## src/rtl/updown_count_ctrl.sv

```systemverilog
// Command-driven sequencer for an N-bit up/down counter.
// It accepts one run per handshake, then steps, pauses or aborts, and flags done and wrap.
module updown_count_ctrl #(
    parameter int unsigned N = 4
) (
    input  logic         clk_i,
    input  logic         rst_i,
    input  logic         cmd_valid_i,
    output logic         cmd_ready_o,
    input  logic         cmd_dir_i,
    input  logic [N-1:0] cmd_start_i,
    input  logic [N-1:0] cmd_len_i,
    input  logic         pause_i,
    input  logic         abort_i,
    output logic [N-1:0] q_o,
    output logic         busy_o,
    output logic         done_o,
    output logic         aborted_o,
    output logic         wrap_o
);

    typedef enum logic [1:0] {StIdle, StRun, StDone} state_e;

    localparam logic [N-1:0] One  = {{(N-1){1'b0}}, 1'b1};
    localparam logic [N-1:0] Zero = '0;
    localparam logic [N-1:0] Max  = '1;

    state_e       state_q, state_d;
    logic [N-1:0] q_q, q_d;
    logic [N-1:0] rem_q, rem_d;
    logic         dir_q, dir_d;
    logic         aborted_q, aborted_d;
    logic         wrap_q, wrap_d;

    always_ff @(posedge clk_i or posedge rst_i) begin
        if (rst_i) begin
            state_q   <= StIdle;
            q_q       <= '0;
            rem_q     <= '0;
            dir_q     <= 1'b1;
            aborted_q <= 1'b0;
            wrap_q    <= 1'b0;
        end else begin
            state_q   <= state_d;
            q_q       <= q_d;
            rem_q     <= rem_d;
            dir_q     <= dir_d;
            aborted_q <= aborted_d;
            wrap_q    <= wrap_d;
        end
    end

    always_comb begin
        state_d   = state_q;
        q_d       = q_q;
        rem_d     = rem_q;
        dir_d     = dir_q;
        aborted_d = 1'b0;
        wrap_d    = 1'b0;
        unique case (state_q)
            StIdle: begin
                if (cmd_valid_i) begin
                    q_d     = cmd_start_i;
                    dir_d   = cmd_dir_i;
                    rem_d   = cmd_len_i;
                    state_d = (cmd_len_i != Zero) ? StRun : StDone;
                end
            end
            StRun: begin
                // Abort beats pause, and pause beats stepping.
                if (abort_i) begin
                    state_d   = StIdle;
                    aborted_d = 1'b1;
                end else if (!pause_i) begin
                    q_d    = dir_q ? (q_q + One) : (q_q - One);
                    wrap_d = dir_q ? (q_q == Max) : (q_q == Zero);
                    rem_d  = rem_q - One;
                    if (rem_q == One) begin
                        state_d = StDone;
                    end
                end
            end
            StDone: begin
                state_d = StIdle;
            end
            default: begin
                state_d = StIdle;
            end
        endcase
    end

    // Gating with rst_i drops ready at once while reset is held.
    assign cmd_ready_o = (state_q == StIdle) && !rst_i;
    assign busy_o      = (state_q == StRun);
    assign done_o      = (state_q == StDone);
    assign aborted_o   = aborted_q;
    assign wrap_o      = wrap_q;
    assign q_o         = q_q;

endmodule

```

## config.mk

```make
export PLATFORM = sky130hd
export DESIGN_NAME = updown_count_ctrl
export DESIGN_NICKNAME = d
export VERILOG_FILES = /design/src/rtl/updown_count_ctrl.sv
export SDC_FILE = /design/constraint.sdc
export NUM_CORES = 1
export LEC_CHECK = 0
export BUFFER_PORTS_ARGS = -buffer_cell sky130_fd_sc_hd__buf_2
export CORE_ASPECT_RATIO = 1.2
export CORE_MARGIN = 10
export CORE_UTILIZATION = 37
export DETAILED_ROUTE_END_ITERATION = 10
export PLACE_DENSITY = 0.61
export SKIP_LAST_GASP = 1
export SLEW_MARGIN = 20
export SYNTH_ARGS = -nofsm -noshare
export SYNTH_HDL_FRONTEND = slang
export SYNTH_SLANG_ARGS = --single-unit
```

## constraint.sdc

```tcl
create_clock -name clk_i -period 2.3 [get_ports clk_i]
set_input_delay 0.46 -clock clk_i [delete_from_list [all_inputs] [get_ports clk_i]]
set_output_delay 0.46 -clock clk_i [all_outputs]
set_load 0.02 [all_outputs]
```

==> impl_results.md <==
- Outcome: finished, final reports clean
- Layout cells sized above 1: 0.2783
- Pleak: 0.5145 nW
- Final Hold Slack: 0.2111 ns
- Clock Tree Buf Depth: 2
- Placed Instances: 141
- CTS Hold Buffers Added: 0
- Initial Util: 0.3978
- Reg2reg path depth: 6
- Max cap viols: 0
- Netlist cell types: 32
- Setup TNS: 0 ns
- Iteration-0 DRC Markers: 16
- Max Slew Vio Count: 0
- Synth Cell Area: 833.3 sq um
- Seq pwr share: 0.359
- Clock power share: 0.121
- Least-Margin Pin Slew: 0.5117 ns
- Clock transition at the registers of the reported paths: 0.08 ns
- I/O Pins: 23
- Max_slew headroom: 0.6585
- Bufs and invs on worst path: 1
- Gr usage total: 0.09056
- RSZ-0062 raised after global routing: false
- Critical R2R Launch: dir_q
- Ys async rst share: 1.000
- Max H-tree Level: 1
- Sw power: 528.6 uW
- R2R Setup Slk: 0.51 ns
- Antenna cells: 0
- DIE HEIGHT: 71.99 microns
- Total power draw: 1.185 mW
- Sink Count: 13
- Yosys warnings: 0
- Worst path top cell family by delay: flip-flops
- Final Non-Filler Cells: 145
- Post-DRT Antenna Nets: 0
- CTS root buf: clkbuf_4
- Fmax achieved: 0.5574 GHz
- Port buffer count: 22
- Clk Latency, worst-skew pair: 0.28 ns
- CP Data Required Time: 2.46 ns
- Syn Inst Count: 90
- DR pass1 iterations: 4
- Clock skew: 0.0005942 ns
- Post-layout minimum cycle time: 1.794 ns
- DP HPWL: 1.591 mm
- Crit-path cells: inv_1 > ha_1 > a21o_1 > a21oi_1 > mux2i_1 > o211ai_2
- Int Power: 656.7 uW
- Net Count, Synth: 109
- Post-Syn Area per Cell: 9.259 sq um
- EDFF count, synth: 0
- PD cells: 1187 mW/mm^2
- Tcrit/Tclk final: 0.7800
- Worst-path fanout max: 5
- Final hold vios: 0
- # setup viols final: 0
- CTS tree: built
- Num CTS Buffers: 3
- Fillers: 229
- Vias in the first global route: 787
- Post-CTS Resized: 0
- CP endpoint kind: register
- Total gr overflow: 0
- Max VDD drop: 0.6094 mV
- Synthesized flop and latch total: 13
- PnR worst setup slack: 0.5060 ns
- Final #Nets: 135
- WS Path Type: reg -> reg
- Chip Width: 63.32 microns
- Min-delay worst type: in -> async
- Wirelength per Cell: 13.62 microns
- Pin count of the biggest net entering global routing: 18
- Area Growth Syn to Fin: 19.82%
- Post-synthesis sequential area ratio: 0.3919
- DRC Markers: 0
- CP Launch Type: register
- Vias: 718
- Die area: 0.004558 sq mm
- Via/cell ratio: 4.952
- Global-route wire length before repair: 3.450 mm
- Logic pwr share: 0.520
- Worst slack, placed: 0.5206 ns
- Sw Share: 0.4460
- Core ar.: 0.002095 sq mm
- # Post-CTS Setup Buffers: 0
- Routed WL: 1.975 mm
- Slowest stage cell, crit path: dfstp_2
- CP Data Arrival Time: 1.96 ns
- Initial antenna violation count: 0
- Reg-to-Reg End: q_o[3]
- Std cell rows: 18
- Final Wtd Congestion: 0.7942
- Slowest stage delay, CP: 0.57 ns
- Most used flip-flop cell after synthesis: dfrtp_1
## worst register-to-register path: cells and delay by family (launching register included)
kind	cells	cell delay [ns]
adder cells (fa/ha/maj)	1	0.29
multiplexers	1	0.24
flip-flops	1	0.57
buffers and inverters	1	0.10
AO/OA/AOI/OAI	3	0.48
## metrics by stage
step,cell area (sq um),util
3_3_place_gp,972.2,0.4642
6_report,998.5,0.4767
4_1_cts,998.5,0.4767
5_1_grt,998.5,0.4767
3_5_place_dp,972.2,0.4642
2_1_floorplan,833.3,-
## synthesized netlist by cell type (3+ instances only)
master | count | area (sq um)
nand2_1 | 7 | 26.28
or3_1 | 3 | 18.77
dfrtp_1 | 12 | 300.3
o21ai_1 | 5 | 25.02
nor2_1 | 8 | 30.03
inv_1 | 5 | 18.77
and3_1 | 5 | 31.28
nand3_1 | 4 | 20.02
a21oi_1 | 7 | 35.03
mux2i_1 | 3 | 30.03
ha_1 | 4 | 50.05
## cells by family after synthesis
| kind of cell | share of synthesized area |
|---|---|
| buffers and inverters | 0.06156 |
| XOR/XNOR | 0.02102 |
| AND/OR/NAND/NOR | 0.2478 |
| AO/OA/AOI/OAI | 0.1577 |
| adder cells (fa/ha/maj) | 0.08409 |
| flip-flops | 0.3919 |
| multiplexers | 0.03604 |
## cell type report
cell class	count	area, sq um	share of cell area
multi-input combinational	68	455.4	0.4561
tap	30	37.54	0.03759
sequential	13	326.6	0.3271
timing repair buffer	24	125.1	0.1253
inverter	6	27.53	0.02757
clock buffer	4	26.28	0.02632
## placed cells by master, fill, tap and decap left out, types with 4 or more instances in the layout
master and count:
dfrtp_1 12, nor2_1 8, nand3_1 4, o21ai_1 5, and3_1 5, buf_2 22, nand2_1 7, inv_1 5
a21oi_1 7, ha_1 4
## state kept, by name, indices dropped and copies added, names as in the netlist
| signal | flops |
|---|---|
| state_q | 2 |
| wrap_o | 1 |
| dir_q | 1 |
| rem_q | 4 |
| aborted_o | 1 |
| q_o | 4 |
## worst max-delay path by stage
stage | depth (start not counted) | end | slack (ns) | start
floorplan | 6 | q_o[3] | 0.59 | dir_q
global placement | 6 | q_o[3] | 0.54 | dir_q
detailed placement | 6 | q_o[3] | 0.52 | dir_q
CTS | 6 | q_o[3] | 0.51 | dir_q
global route | 6 | q_o[3] | 0.37 | dir_q
finish | 6 | q_o[3] | 0.51 | dir_q
## power groups by stage
stage / registers (mW) / logic [mW] / clock network (mW)
after floorplan: 0.453 / 0.437 / 0
after global placement: 0.425 / 0.611 / 0
after detailed placement: 0.431 / 0.624 / 0
after CTS: 0.427 / 0.627 / 0.148
after global routing: 0.440 / 0.703 / 0.161
final: 0.426 / 0.616 / 0.144
## routing by layer
metal	GRT usage	up-vias	part of all wire
met5	0	-	0
met4	0.04380	0	0.016
met3	0.02765	5	0.052
met2	0.1488	20	0.45
met1	0.1049	326	0.48
li1	-	367	-
No activity file was read; power rests on OpenSTA's default activity.
